==> src/rtl/mod_counter_prog.sv <==
`default_nettype none
// ============================================================================
// Module  : mod_counter_prog
// Brief   : Runtime-programmable modulus counter with up/down, load,
//           wrap/saturate modes and a combinational cascade carry (tc).
//           Optional wrap-event counter enabled by MOD_COUNTER_WRAPCNT_EN.
// Revision: 1.0  initial release
// ============================================================================
module mod_counter_prog #(
  parameter int WIDTH  = 8,
  parameter int WCNT_W = 8
) (
  input  logic              clk,
  input  logic              rst,
  input  logic              enable,
  input  logic              up,
  input  logic              sat,
  input  logic [WIDTH-1:0]  mod_val,
  input  logic              load,
  input  logic [WIDTH-1:0]  load_val,
  output logic [WIDTH-1:0]  count,
  output logic              tc,
  output logic              wrap,
  output logic              at_limit,
  output logic [WCNT_W-1:0] wrap_cnt
);

  localparam logic [WIDTH-1:0] C_ONE = {{(WIDTH-1){1'b0}}, 1'b1};

  logic [WIDTH-1:0] r_count;
  logic             r_wrap;
  logic             r_at_limit;

  logic [WIDTH-1:0] w_top;
  logic [WIDTH-1:0] w_load_clamped;
  logic             w_term;
  logic             w_wrap_evt;

  // mod_val == 0 underflows to all ones, which is exactly TOP for M = 2^WIDTH.
  assign w_top          = mod_val - C_ONE;
  assign w_term         = up ? (r_count >= w_top) : (r_count == '0);
  assign w_load_clamped = (load_val > w_top) ? w_top : load_val;
  assign tc             = enable & ~load & w_term & ~sat;
  assign w_wrap_evt     = tc & ~rst;

  always_ff @(posedge clk) begin
    if (rst) begin
      r_count    <= '0;
      r_wrap     <= 1'b0;
      r_at_limit <= 1'b0;
    end else if (load) begin
      r_count    <= w_load_clamped;
      r_wrap     <= 1'b0;
      r_at_limit <= 1'b0;
    end else if (enable) begin
      if (!w_term) begin
        r_count    <= up ? (r_count + C_ONE) : (r_count - C_ONE);
        r_wrap     <= 1'b0;
        r_at_limit <= 1'b0;
      end else if (!sat) begin
        r_count    <= up ? '0 : w_top;
        r_wrap     <= 1'b1;
        r_at_limit <= 1'b0;
      end else begin
        r_wrap     <= 1'b0;
        r_at_limit <= 1'b1;
      end
    end else begin
      r_wrap <= 1'b0;
    end
  end

  assign count    = r_count;
  assign wrap     = r_wrap;
  assign at_limit = r_at_limit;

`ifdef MOD_COUNTER_WRAPCNT_EN
  logic [WCNT_W-1:0] r_wrap_cnt;

  always_ff @(posedge clk) begin
    if (rst || load) begin
      r_wrap_cnt <= '0;
    end else if (w_wrap_evt && (r_wrap_cnt != {WCNT_W{1'b1}})) begin
      r_wrap_cnt <= r_wrap_cnt + {{(WCNT_W-1){1'b0}}, 1'b1};
    end
  end

  assign wrap_cnt = r_wrap_cnt;
`else
  logic w_unused;
  assign w_unused = w_wrap_evt;
  assign wrap_cnt = '0;
`endif

endmodule
`default_nettype wire

==> config.mk <==
export PLATFORM = sky130hd
export DESIGN_NAME = mod_counter_prog
export DESIGN_NICKNAME = d
export VERILOG_FILES = /design/src/rtl/mod_counter_prog.sv
export SDC_FILE = /design/constraint.sdc
export NUM_CORES = 1
export LEC_CHECK = 0
export ABC_CLOCK_PERIOD_IN_PS = 4400
export CAP_MARGIN = 30
export CORE_MARGIN = 4
export CORE_UTILIZATION = 45
export CTS_BUF_LIST = sky130_fd_sc_hd__clkbuf_4 sky130_fd_sc_hd__clkbuf_8 sky130_fd_sc_hd__clkbuf_16
export DETAILED_ROUTE_END_ITERATION = 16
export PLACE_DENSITY_LB_ADDON = 0.15
export SLEW_MARGIN = 20
export SYNTH_ARGS = -nofsm -noshare
export SYNTH_HDL_FRONTEND = slang
export SYNTH_SLANG_ARGS = --single-unit
==> constraint.sdc <==
create_clock -name clk -period 4.4 [get_ports clk]
set_clock_uncertainty 0.1 [all_clocks]
set_input_delay 0.88 -clock clk [delete_from_list [all_inputs] [get_ports clk]]
set_output_delay 0.88 -clock clk [all_outputs]
set_load 0.01 [all_outputs]
==> flow_metrics.py <==
metrics = {
    "status": {
        "status": "complete, no violations",
    },
    "layout": {
        "area_growth_pct": 34.2,
        "layout_common_cells": "27 x sky130_fd_sc_hd__clkdlybuf4s50_1, 24 x sky130_fd_sc_hd__buf_4, 18 x sky130_fd_sc_hd__ha_1",
        "final_util": 0.653,
        "layout.filler_cells": 326,
        "insertedDiodeCount": 0,
        "design.final.nets": 312,
        "layout-drive-gt1-share": 0.202,
        "leading_cell_type_in_the_layout_fill_and_taps_excluded": "sky130_fd_sc_hd__clkdlybuf4s50_1",
    },
    "global_route": {
        "grt_pass1_wl_um": 8020,
        "grt_antenna_before_repair": 0,
        "grtUsageTotal": 0.199,
        "grt_pass1_vias": 1720,
        "pin_count_of_the_biggest_net_entering_global_routing": 14,
        "grt-ovfl-total": 0,
    },
    "run": {
        "max_cap_viol_count": 0,
    },
    "floorplanning": {
        "die_span_in_y_um": 69.2,
        "placement_rows": 21,
        "fp.dieW_um": 69.2,
        "design.portCount": 41,
        "design.core.area_um2": 3470,
        "initial_core_util": 0.487,
        "die_area_um2": 4790,
    },
    "synth": {
        "synth.largest_area_cell": "sky130_fd_sc_hd__ha_1",
        "primary_ff_master_synth": "sky130_fd_sc_hd__dfxtp_1",
        "syn-mean-instance-area_um2": 7.81,
        "ys_types": 62,
        "yosys_register_bits": 10,
        "ys_async_sr_fraction": 0,
        "netlist_instances": 216,
        "ys_top_cells_by_area": "sky130_fd_sc_hd__ha_1 15%, sky130_fd_sc_hd__dfxtp_1 12%, sky130_fd_sc_hd__a21oi_1 5.0%",
        "synth_area_um2": 1690,
        "synth.yosys.seq_area_share": 0.119,
        "synth_enable_flop_cells": 0,
        "synthesis.yosys.warnings": 0,
        "synth_largest_type_area_fraction": 0.148,
    },
    "worst_setup_path": {
        "critical_path.startpoint_type": "primary input",
        "setup.worst_path.class": "in2out",
        "timing.critical_path.to": "tc",
        "worstPathMaxFanout": 3,
        "internal_reg_to_reg_setup_slack_ns": 1.37,
        "crit_path_dat_ns": 3.33,
        "r2r_cells": 11,
        "critPathLaunch": "mod_val[3]",
        "critical_path.reg2reg.endpoint": "count[5]$_SDFFE_PP0P_",
        "end_kind": "output pin",
        "cp.required_ns": 3.42,
        "crit-reg2reg-launch": "count[0]$_SDFFE_PP0P_",
    },
    "cts": {
        "post_cts_hold_buffer_count": 0,
        "cts_num_sinks": 10,
        "cts_tree": "built",
        "clock_latency_ns": 0.23,
        "ctsHtreeMaxLevel": 1,
        "clock_tree.buffer_depth": 2,
        "cts_root_buf": "sky130_fd_sc_hd__clkbuf_8",
        "clkSlewWorstSetupHoldPaths_ns": 0.05,
        "tritoncts.num_buffers": 3,
    },
    "sta": {
        "finalSetupViolCount": 0,
        "finalWorstPathRequiredPeriod_ns": 4.31,
        "slew-limit-headroom": 0.617,
        "slew_viol_final": 0,
        "worst_slew_pin_slew_ns": 0.568,
        "post-route-worst-setup-slack_ns": 0.0896,
        "worst_hold_margin_ns": 0.388,
        "final-hold-violation-count": 0,
        "timing.fmax_mhz": 232,
        "min_period_over_period": 0.980,
    },
    "power_and_ir_drop": {
        "comb_power_share": 0.609,
        "power.leakage_nw": 0.989,
        "sw_frac_of_total": 0.411,
        "p_int_uw": 332,
        "pwr-share-clk": 0.168,
        "power.sequential.fraction": 0.223,
        "p_sw_uw": 232,
        "cellPowerDensity_nw_per_um2": 249,
        "ir_drop_v": 0.0000881,
    },
    "hold_path": {
        "hp-class": "reg2reg",
    },
    "drt": {
        "drt-wirelength-per-cell_um": 15.7,
        "route.antenna.remaining_nets": 0,
        "total_number_of_vias": 1785,
        "first_pass_iters": 4,
        "via_per_inst": 5.70,
        "routed_wirelength_um": 4910,
        "drc": 0,
        "dr.first_iter.drc_count": 204,
    },
    "place": {
        "gp_congestion": 0.879,
        "port-buffer-count": 32,
        "dpl_worst_slack_ns": -0.547,
        "hpwlAfterDp_um": 3950,
    },
}
==> state kept, by name (all words and copies together) (netlist names) <==
signal	cells
wrap	1
count	8
at_limit	1
==> stage by stage <==
stage	power, mW	TNS (ns)	instance area, um^2	instances
floorplan	0.342	0	1710	223
global placement	0.446	-0.437	2160	309
detailed placement	0.454	-0.547	2160	309
CTS	0.560	0	2240	313
global route	0.603	-0.00517	2260	313
finish	0.564	0	2260	313
==> per-layer routing <==
| layer | GRT usage | vias to the layer above | share of wire |
|---|---|---|---|
| met1 | 0.262 | 825 | 0.45 |
| met5 | 0 | - | 0 |
| met3 | 0.0145 | 10 | 0.056 |
| met2 | 0.343 | 59 | 0.47 |
| li1 | - | 891 | - |
| met4 | 0.0607 | 0 | 0.015 |
==> layout make-up <==
| type | count | area (um^2) | share of cell area |
|---|---|---|---|
| Multi-Input combinational cell | 183 | 1410 | 0.622 |
| Timing Repair Buffer | 56 | 502 | 0.222 |
| Sequential cell | 10 | 200 | 0.0884 |
| Inverter | 15 | 56.3 | 0.0249 |
| Clock buffer | 3 | 41.3 | 0.0182 |
| Tap cell | 46 | 57.6 | 0.0254 |
==> worst max-delay path: stages <==
cell and delay, ns:
sky130_fd_sc_hd__clkdlybuf4s50_1 0.46, sky130_fd_sc_hd__buf_4 0.16, sky130_fd_sc_hd__nor2_1 0.09, sky130_fd_sc_hd__nand2_1 0.09, sky130_fd_sc_hd__xor2_2 0.16, sky130_fd_sc_hd__ha_1 0.31
sky130_fd_sc_hd__nand3_1 0.09, sky130_fd_sc_hd__and2_2 0.13, sky130_fd_sc_hd__o21ai_1 0.05, sky130_fd_sc_hd__a221o_1 0.34, sky130_fd_sc_hd__a31o_1 0.24, sky130_fd_sc_hd__nor3b_2 0.17
sky130_fd_sc_hd__buf_2 0.16
==> worst min-delay path by stage <==
stage                                startpoint                     to  slack [ns]  cells after the start
after floorplan           at_limit$_SDFFE_PP0P_  at_limit$_SDFFE_PP0P_        0.41                      2
after global placement    at_limit$_SDFFE_PP0P_  at_limit$_SDFFE_PP0P_        0.39                      2
after detailed placement  at_limit$_SDFFE_PP0P_  at_limit$_SDFFE_PP0P_        0.38                      2
after CTS                 at_limit$_SDFFE_PP0P_  at_limit$_SDFFE_PP0P_        0.39                      2
after global routing      at_limit$_SDFFE_PP0P_  at_limit$_SDFFE_PP0P_        0.44                      2
final                     at_limit$_SDFFE_PP0P_  at_limit$_SDFFE_PP0P_        0.39                      2
==> logic make-up after synthesis <==
| logic type | count (synthesis) | synth area share |
|---|---|---|
| buffers and inverters | 30 | 0.0941 |
| multiplexers | 8 | 0.0489 |
| AO/OA/AOI/OAI | 61 | 0.274 |
| other | 1 | 0.00222 |
| adder cells (fa/ha/maj) | 21 | 0.160 |
| AND/OR/NAND/NOR | 72 | 0.230 |
| XOR/XNOR | 13 | 0.0719 |
| flip-flops | 10 | 0.119 |
==> synth_stat cells, drive strengths merged, types with 3 or more instances <==
cell type	instances
and2	4
a21oi	17
xnor2	9
nand4	4
nor4	3
dfxtp	10
o22ai	4
ha	20
mux2i	6
nand2	13
a21o	4
inv	14
nand3	6
o21ai	5
nor2	17
a211oi	6
xor2	4
clkbuf	3
nor3	15
buf	12
==> timing repair <==
| action | CTS | global route |
|---|---|---|
| buffers inserted | 1 | 0 |
| pin swaps | 1 | 2 |
| resized for setup | 12 | 5 |
| cloned | 0 | 0 |
| endpoints found under the setup margin | 1 | 1 |
==> power groups by stage <==
stage,Sequential (mW),Combinational (mW),Clock (mW)
floorplan,0.123,0.220,0
global placement,0.126,0.320,0
detailed placement,0.126,0.328,0
CTS,0.125,0.339,0.0964
global route,0.128,0.375,0.101
finish,0.126,0.343,0.0945
(Power assumes the default switching activity.)
